<file path="src/rtl/pipe_skid_stage_if.sv">
// ============================================================================
// Module   : pipe_skid_stage_if
// Purpose  : Handshake, payload and flush bundle between two pipeline stages.
// Revision : 1.0  initial release
// ============================================================================
`default_nettype none

interface pipe_skid_stage_if #(
  parameter int CTRL_W = 19,
  parameter int DATA_W = 165
);
  logic              flush;
  logic              in_valid;
  logic              in_ready;
  logic [CTRL_W-1:0] in_ctrl;
  logic [DATA_W-1:0] in_data;
  logic              out_valid;
  logic              out_ready;
  logic [CTRL_W-1:0] out_ctrl;
  logic [DATA_W-1:0] out_data;
  logic [1:0]        occupancy;

  // The stage itself.
  modport slave (
    input  flush, in_valid, in_ctrl, in_data, out_ready,
    output in_ready, out_valid, out_ctrl, out_data, occupancy
  );

  // Whatever drives the stage (neighbouring stages / pipeline control).
  modport master (
    output flush, in_valid, in_ctrl, in_data, out_ready,
    input  in_ready, out_valid, out_ctrl, out_data, occupancy
  );
endinterface

`default_nettype wire

</file>
<file path="src/rtl/pipe_skid_stage.sv">
// ============================================================================
// Module   : pipe_skid_stage
// Purpose  : Elastic pipeline register with 2-entry skid buffer and flush.
//            Optional PIPE_SKID_STATS_EN adds stall_cnt / flush_cnt counters.
// Revision : 1.0  initial release
// ============================================================================
`default_nettype none

module pipe_skid_stage #(
  parameter int CTRL_W = 19,
  parameter int DATA_W = 165
) (
  input  wire logic         clk,
  input  wire logic         reset,
  pipe_skid_stage_if.slave  bus
`ifdef PIPE_SKID_STATS_EN
  ,
  output logic [31:0]       stall_cnt,
  output logic [31:0]       flush_cnt
`endif
);

  typedef enum logic [1:0] {
    ST_EMPTY = 2'd0,
    ST_ONE   = 2'd1,
    ST_TWO   = 2'd2
  } state_t;

  state_t            state;
  state_t            state_nxt;

  logic [CTRL_W-1:0] main_ctrl;
  logic [CTRL_W-1:0] main_ctrl_nxt;
  logic [DATA_W-1:0] main_data;
  logic [DATA_W-1:0] main_data_nxt;
  logic [CTRL_W-1:0] skid_ctrl;
  logic [CTRL_W-1:0] skid_ctrl_nxt;
  logic [DATA_W-1:0] skid_data;
  logic [DATA_W-1:0] skid_data_nxt;

  logic              valid_q;
  logic              valid_nxt;
  logic              ready_q;
  logic              ready_nxt;
  logic [1:0]        occ_q;
  logic [1:0]        occ_nxt;

  logic              push;
  logic              pop;

  // Handshakes qualify only on registered flags, so no input reaches an output.
  assign push = bus.in_valid & ready_q;
  assign pop  = valid_q & bus.out_ready;

  always_comb begin
    state_nxt     = state;
    main_ctrl_nxt = main_ctrl;
    main_data_nxt = main_data;
    skid_ctrl_nxt = skid_ctrl;
    skid_data_nxt = skid_data;

    if (bus.flush) begin
      state_nxt     = ST_EMPTY;
      main_ctrl_nxt = '0;
      main_data_nxt = '0;
      skid_ctrl_nxt = '0;
      skid_data_nxt = '0;
    end else begin
      case (state)
        ST_EMPTY: begin
          if (push) begin
            main_ctrl_nxt = bus.in_ctrl;
            main_data_nxt = bus.in_data;
            state_nxt     = ST_ONE;
          end
        end
        ST_ONE: begin
          if (push && pop) begin
            main_ctrl_nxt = bus.in_ctrl;
            main_data_nxt = bus.in_data;
          end else if (push) begin
            skid_ctrl_nxt = bus.in_ctrl;
            skid_data_nxt = bus.in_data;
            state_nxt     = ST_TWO;
          end else if (pop) begin
            // Bubble: control cleared, data keeps its last value.
            main_ctrl_nxt = '0;
            state_nxt     = ST_EMPTY;
          end
        end
        ST_TWO: begin
          if (pop) begin
            main_ctrl_nxt = skid_ctrl;
            main_data_nxt = skid_data;
            state_nxt     = ST_ONE;
          end
        end
        default: begin
          state_nxt     = ST_EMPTY;
          main_ctrl_nxt = '0;
          main_data_nxt = '0;
        end
      endcase
    end

    valid_nxt = (state_nxt != ST_EMPTY);
    ready_nxt = (state_nxt != ST_TWO);
    case (state_nxt)
      ST_ONE:  occ_nxt = 2'd1;
      ST_TWO:  occ_nxt = 2'd2;
      default: occ_nxt = 2'd0;
    endcase
  end

  always_ff @(posedge clk) begin
    if (reset) begin
      state     <= ST_EMPTY;
      main_ctrl <= '0;
      main_data <= '0;
      skid_ctrl <= '0;
      skid_data <= '0;
      valid_q   <= 1'b0;
      ready_q   <= 1'b1;
      occ_q     <= 2'd0;
    end else begin
      state     <= state_nxt;
      main_ctrl <= main_ctrl_nxt;
      main_data <= main_data_nxt;
      skid_ctrl <= skid_ctrl_nxt;
      skid_data <= skid_data_nxt;
      valid_q   <= valid_nxt;
      ready_q   <= ready_nxt;
      occ_q     <= occ_nxt;
    end
  end

  assign bus.in_ready  = ready_q;
  assign bus.out_valid = valid_q;
  assign bus.out_ctrl  = main_ctrl;
  assign bus.out_data  = main_data;
  assign bus.occupancy = occ_q;

`ifdef PIPE_SKID_STATS_EN
  // Counters survive flush on purpose; only reset clears them.
  always_ff @(posedge clk) begin
    if (reset) begin
      stall_cnt <= '0;
      flush_cnt <= '0;
    end else begin
      if (valid_q && !bus.out_ready) begin
        stall_cnt <= stall_cnt + 32'd1;
      end
      if (bus.flush) begin
        flush_cnt <= flush_cnt + 32'd1;
      end
    end
  end
`endif

endmodule

`default_nettype wire

</file>
<file path="src/flat_wrapper.sv">
// flat-port wrapper written by rule: the top's interface ports become plain ports
module pipe_skid_stage_flat 
#(
  parameter int CTRL_W = 19,
  parameter int DATA_W = 165
)
  (clk, reset, bus_flush, bus_in_valid, bus_in_ctrl, bus_in_data, bus_out_ready, bus_in_ready, bus_out_valid, bus_out_ctrl, bus_out_data, bus_occupancy);
  pipe_skid_stage_if #(.CTRL_W(CTRL_W), .DATA_W(DATA_W)) bus_i ();
  input  wire logic clk;
  input  wire logic reset;
  input wire logic [$bits(bus_i.flush)-1:0] bus_flush;
  input wire logic [$bits(bus_i.in_valid)-1:0] bus_in_valid;
  input wire logic [$bits(bus_i.in_ctrl)-1:0] bus_in_ctrl;
  input wire logic [$bits(bus_i.in_data)-1:0] bus_in_data;
  input wire logic [$bits(bus_i.out_ready)-1:0] bus_out_ready;
  output wire logic [$bits(bus_i.in_ready)-1:0] bus_in_ready;
  output wire logic [$bits(bus_i.out_valid)-1:0] bus_out_valid;
  output wire logic [$bits(bus_i.out_ctrl)-1:0] bus_out_ctrl;
  output wire logic [$bits(bus_i.out_data)-1:0] bus_out_data;
  output wire logic [$bits(bus_i.occupancy)-1:0] bus_occupancy;
  assign bus_i.flush = bus_flush;
  assign bus_i.in_valid = bus_in_valid;
  assign bus_i.in_ctrl = bus_in_ctrl;
  assign bus_i.in_data = bus_in_data;
  assign bus_i.out_ready = bus_out_ready;
  assign bus_in_ready = bus_i.in_ready;
  assign bus_out_valid = bus_i.out_valid;
  assign bus_out_ctrl = bus_i.out_ctrl;
  assign bus_out_data = bus_i.out_data;
  assign bus_occupancy = bus_i.occupancy;
  pipe_skid_stage #(.CTRL_W(CTRL_W), .DATA_W(DATA_W)) u_core (.clk(clk), .reset(reset), .bus(bus_i));
endmodule
</file>
<file path="config.mk">
export PLATFORM = sky130hd
export DESIGN_NAME = pipe_skid_stage_flat
export DESIGN_NICKNAME = d
export VERILOG_FILES = /design/src/rtl/pipe_skid_stage_if.sv /design/src/rtl/pipe_skid_stage.sv /design/src/flat_wrapper.sv
export SDC_FILE = /design/constraint.sdc
export NUM_CORES = 1
export LEC_CHECK = 0
export BUFFER_PORTS_ARGS = -buffer_cell sky130_fd_sc_hd__buf_2
export CELL_PAD_IN_SITES_DETAIL_PLACEMENT = 1
export CELL_PAD_IN_SITES_GLOBAL_PLACEMENT = 1
export CORE_UTILIZATION = 36
export CTS_BUF_LIST = sky130_fd_sc_hd__clkbuf_8
export CTS_CLUSTER_DIAMETER = 150
export CTS_CLUSTER_SIZE = 10
export DETAILED_ROUTE_END_ITERATION = 10
export GPL_TIMING_DRIVEN = 0
export PLACE_DENSITY_LB_ADDON = 0.3
export SYNTH_ARGS = -nofsm -noshare
export SYNTH_HDL_FRONTEND = slang
export SYNTH_SLANG_ARGS = --single-unit
</file>
<file path="constraint.sdc">
create_clock -name clk -period 1.5 [get_ports clk]
set_input_delay 0.075 -clock clk [delete_from_list [all_inputs] [get_ports clk]]
set_output_delay 0.075 -clock clk [all_outputs]
set_load 0.005 [all_outputs]
</file>
==> impl_results.md <==
- First-pass GRT wire length: 105,300 µm
- Cells after DPL: 3,186
- Slew @ Worst Pin: 1.156 ns
- Synthesized area per cell: 7.279 µm²
- Min-Delay Path Class: in -> reg
- Total Nets Final: 3,070
- Die Wd: 213.8 µm
- Crit path kind: reg -> reg
- Initial antenna violation count: 5
- Vias in the first global route: 19,120
- Synth Instances: 2,218
- Cell area after synthesis: 16,150 µm²
- Worst-path clk slew: 0.09 ns
- Outcome: finished, violations left
- Synth area leaders: dfxtp_1, nand2_1, a21oi_1, nor3_1, o22ai_1
- Reg2Reg Depth: 6
- Final period utilization: 121.8%
- Net Count, Synth: 2,407
- Hold Vio Cnt, Final: 0
- Post-synth top area cell: dfxtp_1
- Share of layout cells above drive strength 1: 34.72%
- Asr flop ratio synth: 0%
- Reg-to-reg slack, setup: -0.33 ns
- TritonCTS clock tree: yes
- CP Launch Type: register
- DRT iter0 DRCs: 1,130
- Critical Path Fanout Max: 10
- Hold path cells: 4
- DRT antenna net count: 0
- Final min period: 1.827 ns
- DP Wirelength: 44,530 µm
- Max-Cap Viols: 0
- Violated checks: negative setup slack
- Largest net degree at the start of global routing: 12
- DRC viols: 0
- Post-synth EDFFs: 0
- Die Area: 45,700 µm²
- Pre-CTS setup slack: -0.9161 ns
- Register area share after synthesis: 46.37%
- RSZ-0062 raised after global routing: true
- Final Max Slew Viols: 0
- Most frequent cells after synthesis: nand2_1, dfxtp_1, a21oi_1
- Worst path arrival time: 2.38 ns
- Vias: 19,353
- Core area: 44,220 µm²
- Non-Filler Instances: 3,482
- Layout area overhead: 55.49%
- Seq cells post-synth: 374
- CP Launch Point: u_core.bus.in_ready
- IO Port Bufs: 376
- Crit Reg-Reg Startpoint: u_core.bus.in_ready
- Overall Global Routing Usage: 29.47%
- Peak VDD IR: 1.017 mV
- Setup crit end kind: register
- H-tree depth: 2
- Die height: 213.8 µm
- Rows: 77
- HP Start: bus_in_data[99]
- Sink Count: 374
- Setup ws final: -0.3269 ns
- # IOs: 377
- Clock root buffer: clkbuf_8
- Share of the synthesized area in the top cell type: 46.37%
- Leakage: 10.17 nW
- Clk Latency, worst-skew pair: 0.66 ns
- Most frequent cell after synthesis: nand2_1
- RePlAce Congestion: 0.8333
- Setup violations, final: 369
- Starting Density: 36.51%
- Fmax: 0.5474 GHz
- Top_reg_cell synth: dfxtp_1
- Relative slew slack: 22.95%
- Clock skew: 0.03043 ns
- Cell area power density: 856.5 nW/µm²
- TritonRoute pass-1 iters: 6
- Fill cells: 5,279
- Wirelength, routed: 79,870 µm
- Worst EP required: 2.06 ns
- Vias per std cell: 5.558
- Routed len/inst: 22.94 µm
- Clk buf depth: 3
- GRT overflow: 0
- Netlist cell types: 27
- Ys Warns: 0
- TritonCTS buffer count: 43
-- worst max-delay path, cell delays in order, from the launching register on --
cell and delay [ns]:
dfxtp_2 0.40, nand2_2 0.16, nand2b_4 0.14, clkbuf_8 0.25, buf_2 0.37, a21oi_2 0.12
nor3_1 0.28
-- cell usage in the layout (no fill, tap or decap), drive strengths merged, types with 3 or more instances in the layout --
cell type	Yosys	routed
o32ai	19	19
nor3	333	333
diode	0	7
buf	106	514
nor2	6	6
inv	166	166
a21oi	354	354
dfxtp	374	374
dlygate4sd3	0	188
mux2i	19	19
o22ai	165	165
clkinvlp	0	3
clkbuf	110	175
nand2	554	554
-- path summary, 6_finish.rpt --
| check | end |
|---|---|
| setup / recovery | u_core.bus.out_data[14] |
| hold / removal | u_core.skid_data[99] |
| setup reg to reg | u_core.bus.out_data[14] |
| hold reg to reg | u_core.skid_ctrl[5] |
-- routing by layer --
metal	up-vias	global-route usage (%)	routed length [µm]
met5	-	0	0
met4	0	12.36	4259
met3	275	5.668	4969
met2	761	51.12	39440
met1	9502	35.49	31200
li1	8815	-	-
-- cell families after synthesis --
group | after synthesis | synth area share, %
muxes | 19 | 1.178
AOI/OAI and AO/OA | 543 | 18.93
DFF | 374 | 46.37
and+or+nand+nor | 900 | 23.67
buffers and inverters | 382 | 9.842
-- area by class of cell --
class / count / area [µm²] / area share, %
antenna: 7 / 17.52 / 0.06978
buffer: 212 / 1882 / 7.496
clock buffer: 43 / 591.8 / 2.357
clock inverter: 4 / 31.28 / 0.1246
inverter: 166 / 623.1 / 2.482
multi-input combinational: 1462 / 8912 / 35.50
sequential: 374 / 7497 / 29.86
tap: 592 / 740.7 / 2.951
timing repair buffer: 622 / 4808 / 19.15
-- sequential cells by signal (all words and copies together), names as in the netlist --
name / flops
u_core.skid_data: 165
u_core.bus.in_ready: 1
u_core.state: 2
u_core.bus.out_valid: 1
u_core.bus.occupancy: 2
u_core.skid_ctrl: 19
u_core.bus.out_data: 165
u_core.bus.out_ctrl: 19
-- report_power, final --
group          switching [mW]  total (mW)  internal, mW
Combinational            2.50        4.55          2.06
Sequential              0.231        10.4          10.2
Clock                    3.92        6.51          2.58
-- metrics by stage --
step | instance area (µm²) | power, mW | hold WS, ns | TNS (ns) | utilization [%]
final | 25100 | 21.50 | 0.2296 | -44.29 | 56.77
after global routing | 25100 | 22.25 | 0.2276 | -62.11 | 56.75
after CTS | 22710 | 20.53 | 0.1871 | -40.66 | 51.36
after detailed placement | 18770 | 13.37 | 0.3359 | -212.93 | 42.44
after global placement | 18770 | 13.28 | 0.3281 | -201.81 | 42.44
after floorplan | 16150 | 12.16 | 0.2110 | 0 | -
-- repair_timing --
item / in CTS / in global routing
setup endpoints to repair: 372 / 371
resized for setup: 385 / 394
endpoints found under the hold margin: 372 / 0
hold buffers: 188 / 0
pin swaps: 15 / 142
setup buffers: 13 / 14
cloned: 5 / 26
No activity file was read; power rests on OpenSTA's default activity.
